File: src/rtl/or1200_vlx_pack.sv
// Variable-length code packer: accumulates MSB-first codes into a 24-bit
// window and hands complete bytes to the store unit, stuffing 0x00 after 0xFF.
module or1200_vlx_pack (
  input  logic        clk_i,
  input  logic        rst_i,
  input  logic        valid_i,
  input  logic [4:0]  len_i,
  input  logic [15:0] bits_i,
  input  logic        flush_i,
  input  logic        ack_i,
  output logic        store_byte_o,
  output logic [31:0] dat_o,
  output logic        ready_o,
  output logic [4:0]  bit_cnt_o
);

  localparam int unsigned ACC_W  = 24;
  localparam int unsigned CNT_W  = 5;
  localparam int unsigned CODE_W = 16;
  localparam int unsigned BYTE_W = 8;

  localparam logic [CNT_W-1:0] MAX_LEN  = CNT_W'(CODE_W);
  localparam logic [CNT_W-1:0] BYTE_LEN = CNT_W'(BYTE_W);

  localparam logic [2:0] IDLE       = 3'd0;
  localparam logic [2:0] CHECK      = 3'd1;
  localparam logic [2:0] EMIT       = 3'd2;
  localparam logic [2:0] WAIT       = 3'd3;
  localparam logic [2:0] STUFF_EMIT = 3'd4;
  localparam logic [2:0] STUFF_WAIT = 3'd5;

  logic [2:0]        state_q, state_d;
  logic [ACC_W-1:0]  acc_q, acc_d;
  logic [CNT_W-1:0]  cnt_q, cnt_d;
  logic              store_q, store_d;
  logic [BYTE_W-1:0] byte_q, byte_d;
  logic              ready_q, ready_d;

  logic [CNT_W-1:0]  len_eff;
  logic [CODE_W-1:0] code_mask;
  logic [CODE_W-1:0] code_bits;
  logic [CNT_W-1:0]  pad_len;
  logic [BYTE_W-1:0] pad_ones;
  logic [BYTE_W-1:0] top_byte;

  // Code conditioning: clamp oversize lengths, drop bits above the length.
  always_comb begin
    len_eff   = (len_i > MAX_LEN) ? MAX_LEN : len_i;
    code_mask = CODE_W'((17'd1 << len_eff) - 17'd1);
    code_bits = bits_i & code_mask;
    pad_len   = BYTE_LEN - cnt_q;
    pad_ones  = BYTE_W'((9'd1 << pad_len) - 9'd1);
    top_byte  = BYTE_W'(acc_q >> (cnt_q - BYTE_LEN));
  end

  // Next-state and registered-output logic.
  always_comb begin
    state_d = state_q;
    acc_d   = acc_q;
    cnt_d   = cnt_q;
    store_d = 1'b0;
    byte_d  = byte_q;

    case (state_q)
      IDLE: begin
        if (valid_i) begin
          acc_d   = (acc_q << len_eff) | ACC_W'(code_bits);
          cnt_d   = cnt_q + len_eff;
          state_d = CHECK;
        end else if (flush_i && (cnt_q[2:0] != 3'd0)) begin
          acc_d   = (acc_q << pad_len) | ACC_W'(pad_ones);
          cnt_d   = BYTE_LEN;
          state_d = CHECK;
        end
      end
      CHECK: begin
        if (cnt_q >= BYTE_LEN) begin
          store_d = 1'b1;
          byte_d  = top_byte;
          state_d = EMIT;
        end else begin
          state_d = IDLE;
        end
      end
      EMIT: state_d = WAIT;
      WAIT: begin
        if (ack_i) begin
          cnt_d = cnt_q - BYTE_LEN;
          if (byte_q == 8'hFF) begin
            store_d = 1'b1;
            byte_d  = '0;
            state_d = STUFF_EMIT;
          end else begin
            state_d = CHECK;
          end
        end
      end
      STUFF_EMIT: state_d = STUFF_WAIT;
      STUFF_WAIT: begin
        if (ack_i) state_d = CHECK;
      end
      default: state_d = IDLE;
    endcase

    ready_d = (state_d == IDLE);
  end

  always_ff @(posedge clk_i or posedge rst_i) begin
    if (rst_i) begin
      state_q <= IDLE;
      acc_q   <= '0;
      cnt_q   <= '0;
      store_q <= 1'b0;
      byte_q  <= '0;
      ready_q <= 1'b1;
    end else begin
      state_q <= state_d;
      acc_q   <= acc_d;
      cnt_q   <= cnt_d;
      store_q <= store_d;
      byte_q  <= byte_d;
      ready_q <= ready_d;
    end
  end

  assign store_byte_o = store_q;
  assign dat_o        = {24'd0, byte_q};
  assign ready_o      = ready_q;
  assign bit_cnt_o    = cnt_q;

endmodule

File: config.mk
export PLATFORM = sky130hd
export DESIGN_NAME = or1200_vlx_pack
export DESIGN_NICKNAME = d
export VERILOG_FILES = /design/src/rtl/or1200_vlx_pack.sv
export SDC_FILE = /design/constraint.sdc
export NUM_CORES = 1
export LEC_CHECK = 0
export CELL_PAD_IN_SITES_DETAIL_PLACEMENT = 0
export CELL_PAD_IN_SITES_GLOBAL_PLACEMENT = 1
export CORE_UTILIZATION = 45
export DETAILED_ROUTE_END_ITERATION = 12
export GPL_TIMING_DRIVEN = 0
export MAX_ROUTING_LAYER = met4
export PLACE_DENSITY_LB_ADDON = 0.15
export REMOVE_ABC_BUFFERS = 1
export SYNTH_ARGS = -nofsm -noshare
export SYNTH_HDL_FRONTEND = slang
export SYNTH_SLANG_ARGS = --single-unit
File: constraint.sdc
create_clock -name clk_i -period 6.2 [get_ports clk_i]
set_input_delay 1.24 -clock clk_i [delete_from_list [all_inputs] [get_ports clk_i]]
set_output_delay 1.24 -clock clk_i [all_outputs]
set_load 0.05 [all_outputs]
Yosys cells after proc, flatten, opt, wreduce, memory -nomap -nowiden
Cells that the tools add are included.
- reduce and logical (&&, ||, !) cells: 10
- muxes and demuxes: 22
- multipliers: 0
- bitwise gates (word level): 3
- equality and inequality tests: 10
- divide/modulo/power cells: 0
- order comparisons: 2
- shift-type cells: 5
- add/sub/neg operators: 5
- operators with widths (kind ; count):
    $mux 24 ; 2
    $shl 24x5->24 ; 2
    $mux 8 ; 3
    $or 24x16->24 ; 1
    $or 24x8->24 ; 1
    $shr 24x5->8 ; 1
    $mux 5 ; 4
    $pmux 3 s6 ; 1
    $and 16x16->16 ; 1
    $pmux 8 s2 ; 1
    $shl 1x5->16 const A ; 1
    $sub 16x1->16 const B ; 1
    $mux 3 ; 5
    $pmux 5 s2 ; 1
    $eq 8x8->1 const B ; 1
    $shl 1x5->8 const A ; 1
    $sub 8x1->8 const B ; 1
    $eq 3x2->1 const B ; 2
    $eq 3x3->1 const B ; 2
    $logic_not 3->1 ; 2
    $ne 2x2->1 const B ; 3
    $reduce_bool 2->1 ; 3
    $add 5x5->5 ; 1
    $ge 5x4->1 const B ; 1
    other kinds (13) ; 15
- word-level logic and storage cells: 63
- bits in read-only memories: 0
- memories: 0
- bits in writable memories: 0
- register bits: 42
- latch bits: 0

Depth between registers and ports, before layout
- depth in word-level cells: 7
- depth in mapped cells: 17
- mapped depth without buffers: 12

Worst setup path before layout
No wires, ideal clock.
- path type: register to register
- from: register cnt_q[1] (netlist: bit_cnt_o[1])
- to: register acc_q[6]
- path buffers: 4
- stages on the path, launching flop included: 16
- path slack: 1.805 ns
- library setup time: 0.095 ns
- arrival: 4.300 ns
- required time: 6.105 ns
- clock period less this slack: 4.395 ns
- cells stage by stage: dfrtp_1 buf_1 buf_2 buf_2 inv_1 ha_1 ha_1 or4_1 buf_2 or3_1 ha_1 nor2_1 a21oi_1 a2111oi_0 a211oi_1 o31ai_1
- longest elaborated chain between the ends: 6
- ends and longest elaborated chain (what ; RTL line ; text):
    start: declaration ; 34 ; logic [CNT_W-1:0] cnt_q, cnt_d;
    start signal: assignment ; 119 ; cnt_q <= cnt_d;
    $sub 4x5->5 ; 51 ; pad_len = BYTE_LEN - cnt_q;
    $shl 1x5->8 ; 52 ; pad_ones = BYTE_W'((9'd1 << pad_len) - 9'd1);
    $sub 8x1->8 ; 52 ;
    $or 24x8->24 ; 71 ; acc_d = (acc_q << pad_len) | ACC_W'(pad_ones);
    $mux 24 ; 70 ; end else if (flush_i && (cnt_q[2:0] != 3'd0)) begin
    $mux 24 ; 66 ; if (valid_i) begin
    end signal: assignment ; 111 ; acc_q <= '0;
    end signal: assignment ; 118 ; acc_q <= acc_d;
    end: declaration ; 33 ; logic [ACC_W-1:0] acc_q, acc_d;
Parallel ways exist; a longest one is shown, timed or not. The select of a mux whose other input is x is not followed.
A chain may end at the register's enable or synchronous reset.

Worst setup path after layout
- from: register cnt_q[0] (netlist: bit_cnt_o[0])
- to: register acc_q[6]
Same word-level chain as after synthesis.

==> flow_summary.yaml <==
yosys:
  synth-edff-count: 0
  yosysTopAreaCell: "mux4_2"
  synth-warning-count: 0
  ys.flop_type: "dfrtp_1"
  synth.distinct_cells: 74
  ys_top_cells_by_area: "mux4_2 19%, dfrtp_1 16%, mux2i_1 10%"
  ys_seq_elements: 42
  avgSynthCellArea_um2: 8.517
  synthArstFlopShare: 1.000
  synthCells: 740
  netlist.area_leader.share: 0.1930
  synth.cells.most_frequent: "72 x nand2_1, 66 x mux2i_1, 54 x mux4_2"
  post-synth-top-count-cell: "nand2_1"
  synth-seq-area-share: 0.1670
  syn_area_um2: 6302
routing:
  wl_um: 22300
  drtPass1Iterations: 5
  wl_per_cell_um: 25.25
  drc: 0
  drtIter0Drc: 681
  dr_total_vias: 6240
  final_antenna_net_count: 0
  via_per_inst: 7.067
cells_and_area:
  nFillCells: 1321
  area_growth_pct: 6.214
  multi_input_area_um2: 4693
  seqCellArea_um2: 1054
  drive_gt1_frac: 0.1301
  stdcell_area_um2: 6694
  stdcell_count: 883
  fin_util: 0.4976
  antenna_cells: 0
  nets: 743
sta:
  worst_pin_slew_ns: 1.421
  min_period_ns: 5.528
  rsz0062_at_grt: "false"
  timing.final.ws_setup_ns: 0.6717
  relSlewSlack: 0.05274
  setup_viol: 0
  hold_viol_final: 0
  drv_slew: 0
  maxClockFrequency_mhz: 180.9
  skew_ns: 0.007552
  min_period_over_period: 0.8917
floorplan:
  coreArea_um2: 13450
  design.die.area_um2: 14480
  die_w_um: 120.3
  core.rowCount: 42
  start_util: 0.4685
  num_io_pins: 65
  die_y_um: 120.3
grt:
  grt_antenna_before_repair: 0
  grt_util_all_layers: 0.3210
  overflow: 0
  grt_start_max_net_pins: 43
  grt_pass1_vias: 5681
  grt_pass1_wl_um: 34340
worst_setup_path:
  crit_top_cell: "ha_1"
  crit_chain: "inv_1, ha_2, ha_1, or4_1, or3_1, ha_1, nor2_1, a21oi_1, a2111oi_0, a211oi_1, o31ai_1"
  critPathLaunchType: "flip-flop"
  critical_path.max_fanout: 42
  critPathKind: "reg2reg"
  path_buf_inv: 1
  cpPeakStageDelay_ns: 0.96
  critPathTopFamily: "adder cells"
  worst_ep_arrival_time_ns: 5.72
  cp_slowest_cell: "or4_1"
  cp-end-kind: "flip-flop"
  critPathRequiredTime_ns: 6.39
hold_path:
  hold_path_class: "reg2reg"
place:
  place_inst: 875
  dp_hpwl_um: 15040
  gp_congestion: 0.9233
  dp_slack_ns: 0.03008
  post_dp_cell_area_um2: 6540
  numPortBuffers: 40
power_and_ir_drop:
  vdd.ir_drop.worst_mv: 0.2294
  power_density_nw_per_um2: 541.4
  totalPowerFinal_uw: 3624
  leakage_uw: 0.002606
clocking:
  clock-sinks: 42
  cts_tree: "done"
  root_buffer: "clkbuf_16"
  post-cts-setup-buffers: 0
  cts_max_level: 2
  cts_buffers: 5
  clockBufferDepth: 2
  cts_hold_buf: 0
  post_cts_resized: 0
  insertion_delay_ns: 0.29
  cts.clk_slew.worst_paths_ns: 0.07
status:
  outcome: "finished clean"
flow_run:
  drv_cap: 0
==> flip-flops by register name, summed over array words and instances, names as in the netlist <==
| name | flops |
|---|---|
| acc_q | 24 |
| bit_cnt_o | 5 |
| byte_q | 8 |
| ready_o | 1 |
| state_q | 3 |
| store_byte_o | 1 |
==> area by class of cell <==
cell class                      instances  area share
Multi-Input combinational cell        586      0.7011
Inverter                               27     0.01514
Clock inverter                          1    0.001121
Timing Repair Buffer                   45     0.07308
Sequential cell                        42      0.1574
Tap cell                              176     0.03290
Clock buffer                            6     0.01925
==> metrics by stage <==
stage | hold slack [ns] | TNS, ns
after global routing | 0.5720 | 0
after detailed placement | 0.5203 | 0
after CTS | 0.5382 | 0
after floorplan | 0.5232 | -0.3527
after global placement | 0.5188 | -20.52
final | 0.5429 | 0
==> worst register-to-register path: cells and delay by family (launching register included) <==
kind	cells	cell delay, ns
buffers and inverters	1	0.66
adder cells (fa/ha/maj)	3	1.54
AND/OR/NAND/NOR	3	1.48
flip-flops	1	0.85
AO/OA/AOI/OAI	4	0.89
==> worst paths after layout <==
kind	start	endpoint	slack [ns]	cells past startpoint
min reg2reg	byte_q[3]	byte_q[3]	0.54	2
max	bit_cnt_o[0]	acc_q[6]	0.67	11
min in group asynchronous	rst_i	acc_q[12]	1.25	2
max reg2reg	bit_cnt_o[0]	acc_q[6]	0.67	11
max in group asynchronous	rst_i	acc_q[22]	4.45	3
min	byte_q[3]	byte_q[3]	0.54	2
==> layer usage <==
| metal | GRT usage | share of wire | vias to the layer above |
|---|---|---|---|
| met1 | 0.4288 | 0.41 | 3049 |
| met2 | 0.4874 | 0.46 | 420 |
| met4 | 0.1227 | 0.040 | 0 |
| met3 | 0.05519 | 0.093 | 65 |
| met5 | - | 0 | - |
| li1 | - | - | 2706 |
==> cell usage in the layout (no fill, tap or decap), drive strengths merged, types with 8 or more instances in the layout <==
cell type / count
clkdlybuf4s50: 38
nand2b: 8
nor3: 17
mux2: 11
nand2: 72
a21oi: 37
mux4: 54
dfrtp: 41
o21ai: 49
ha: 9
a211oi: 11
nand3: 22
nor2: 46
nor2b: 11
o211ai: 8
inv: 27
o221ai: 8
mux2i: 66
conb: 24
o31ai: 9
a31oi: 11
==> cells by family (layout without fill, tap and decap cells) <==
| family | count (synthesis) | in the layout | synth area share |
|---|---|---|---|
| AO/OA/AOI/OAI | 198 | 198 | 0.2120 |
| XOR/XNOR | 6 | 6 | 0.008340 |
| adder cells (fa/ha/maj) | 10 | 10 | 0.02104 |
| buffers and inverters | 135 | 79 | 0.1032 |
| flip-flops | 42 | 42 | 0.1670 |
| multiplexers | 131 | 131 | 0.3180 |
| other | 1 | 24 | 0.0005950 |
| AND/OR/NAND/NOR | 217 | 217 | 0.1697 |
==> power by group <==
| part | internal [uW] | switching [uW] | total [uW] |
|---|---|---|---|
| clock | 148 | 118 | 266 |
| sequential | 390 | 481 | 871 |
| combinational | 1120 | 1360 | 2490 |
Power figures use the tool's default switching activity.
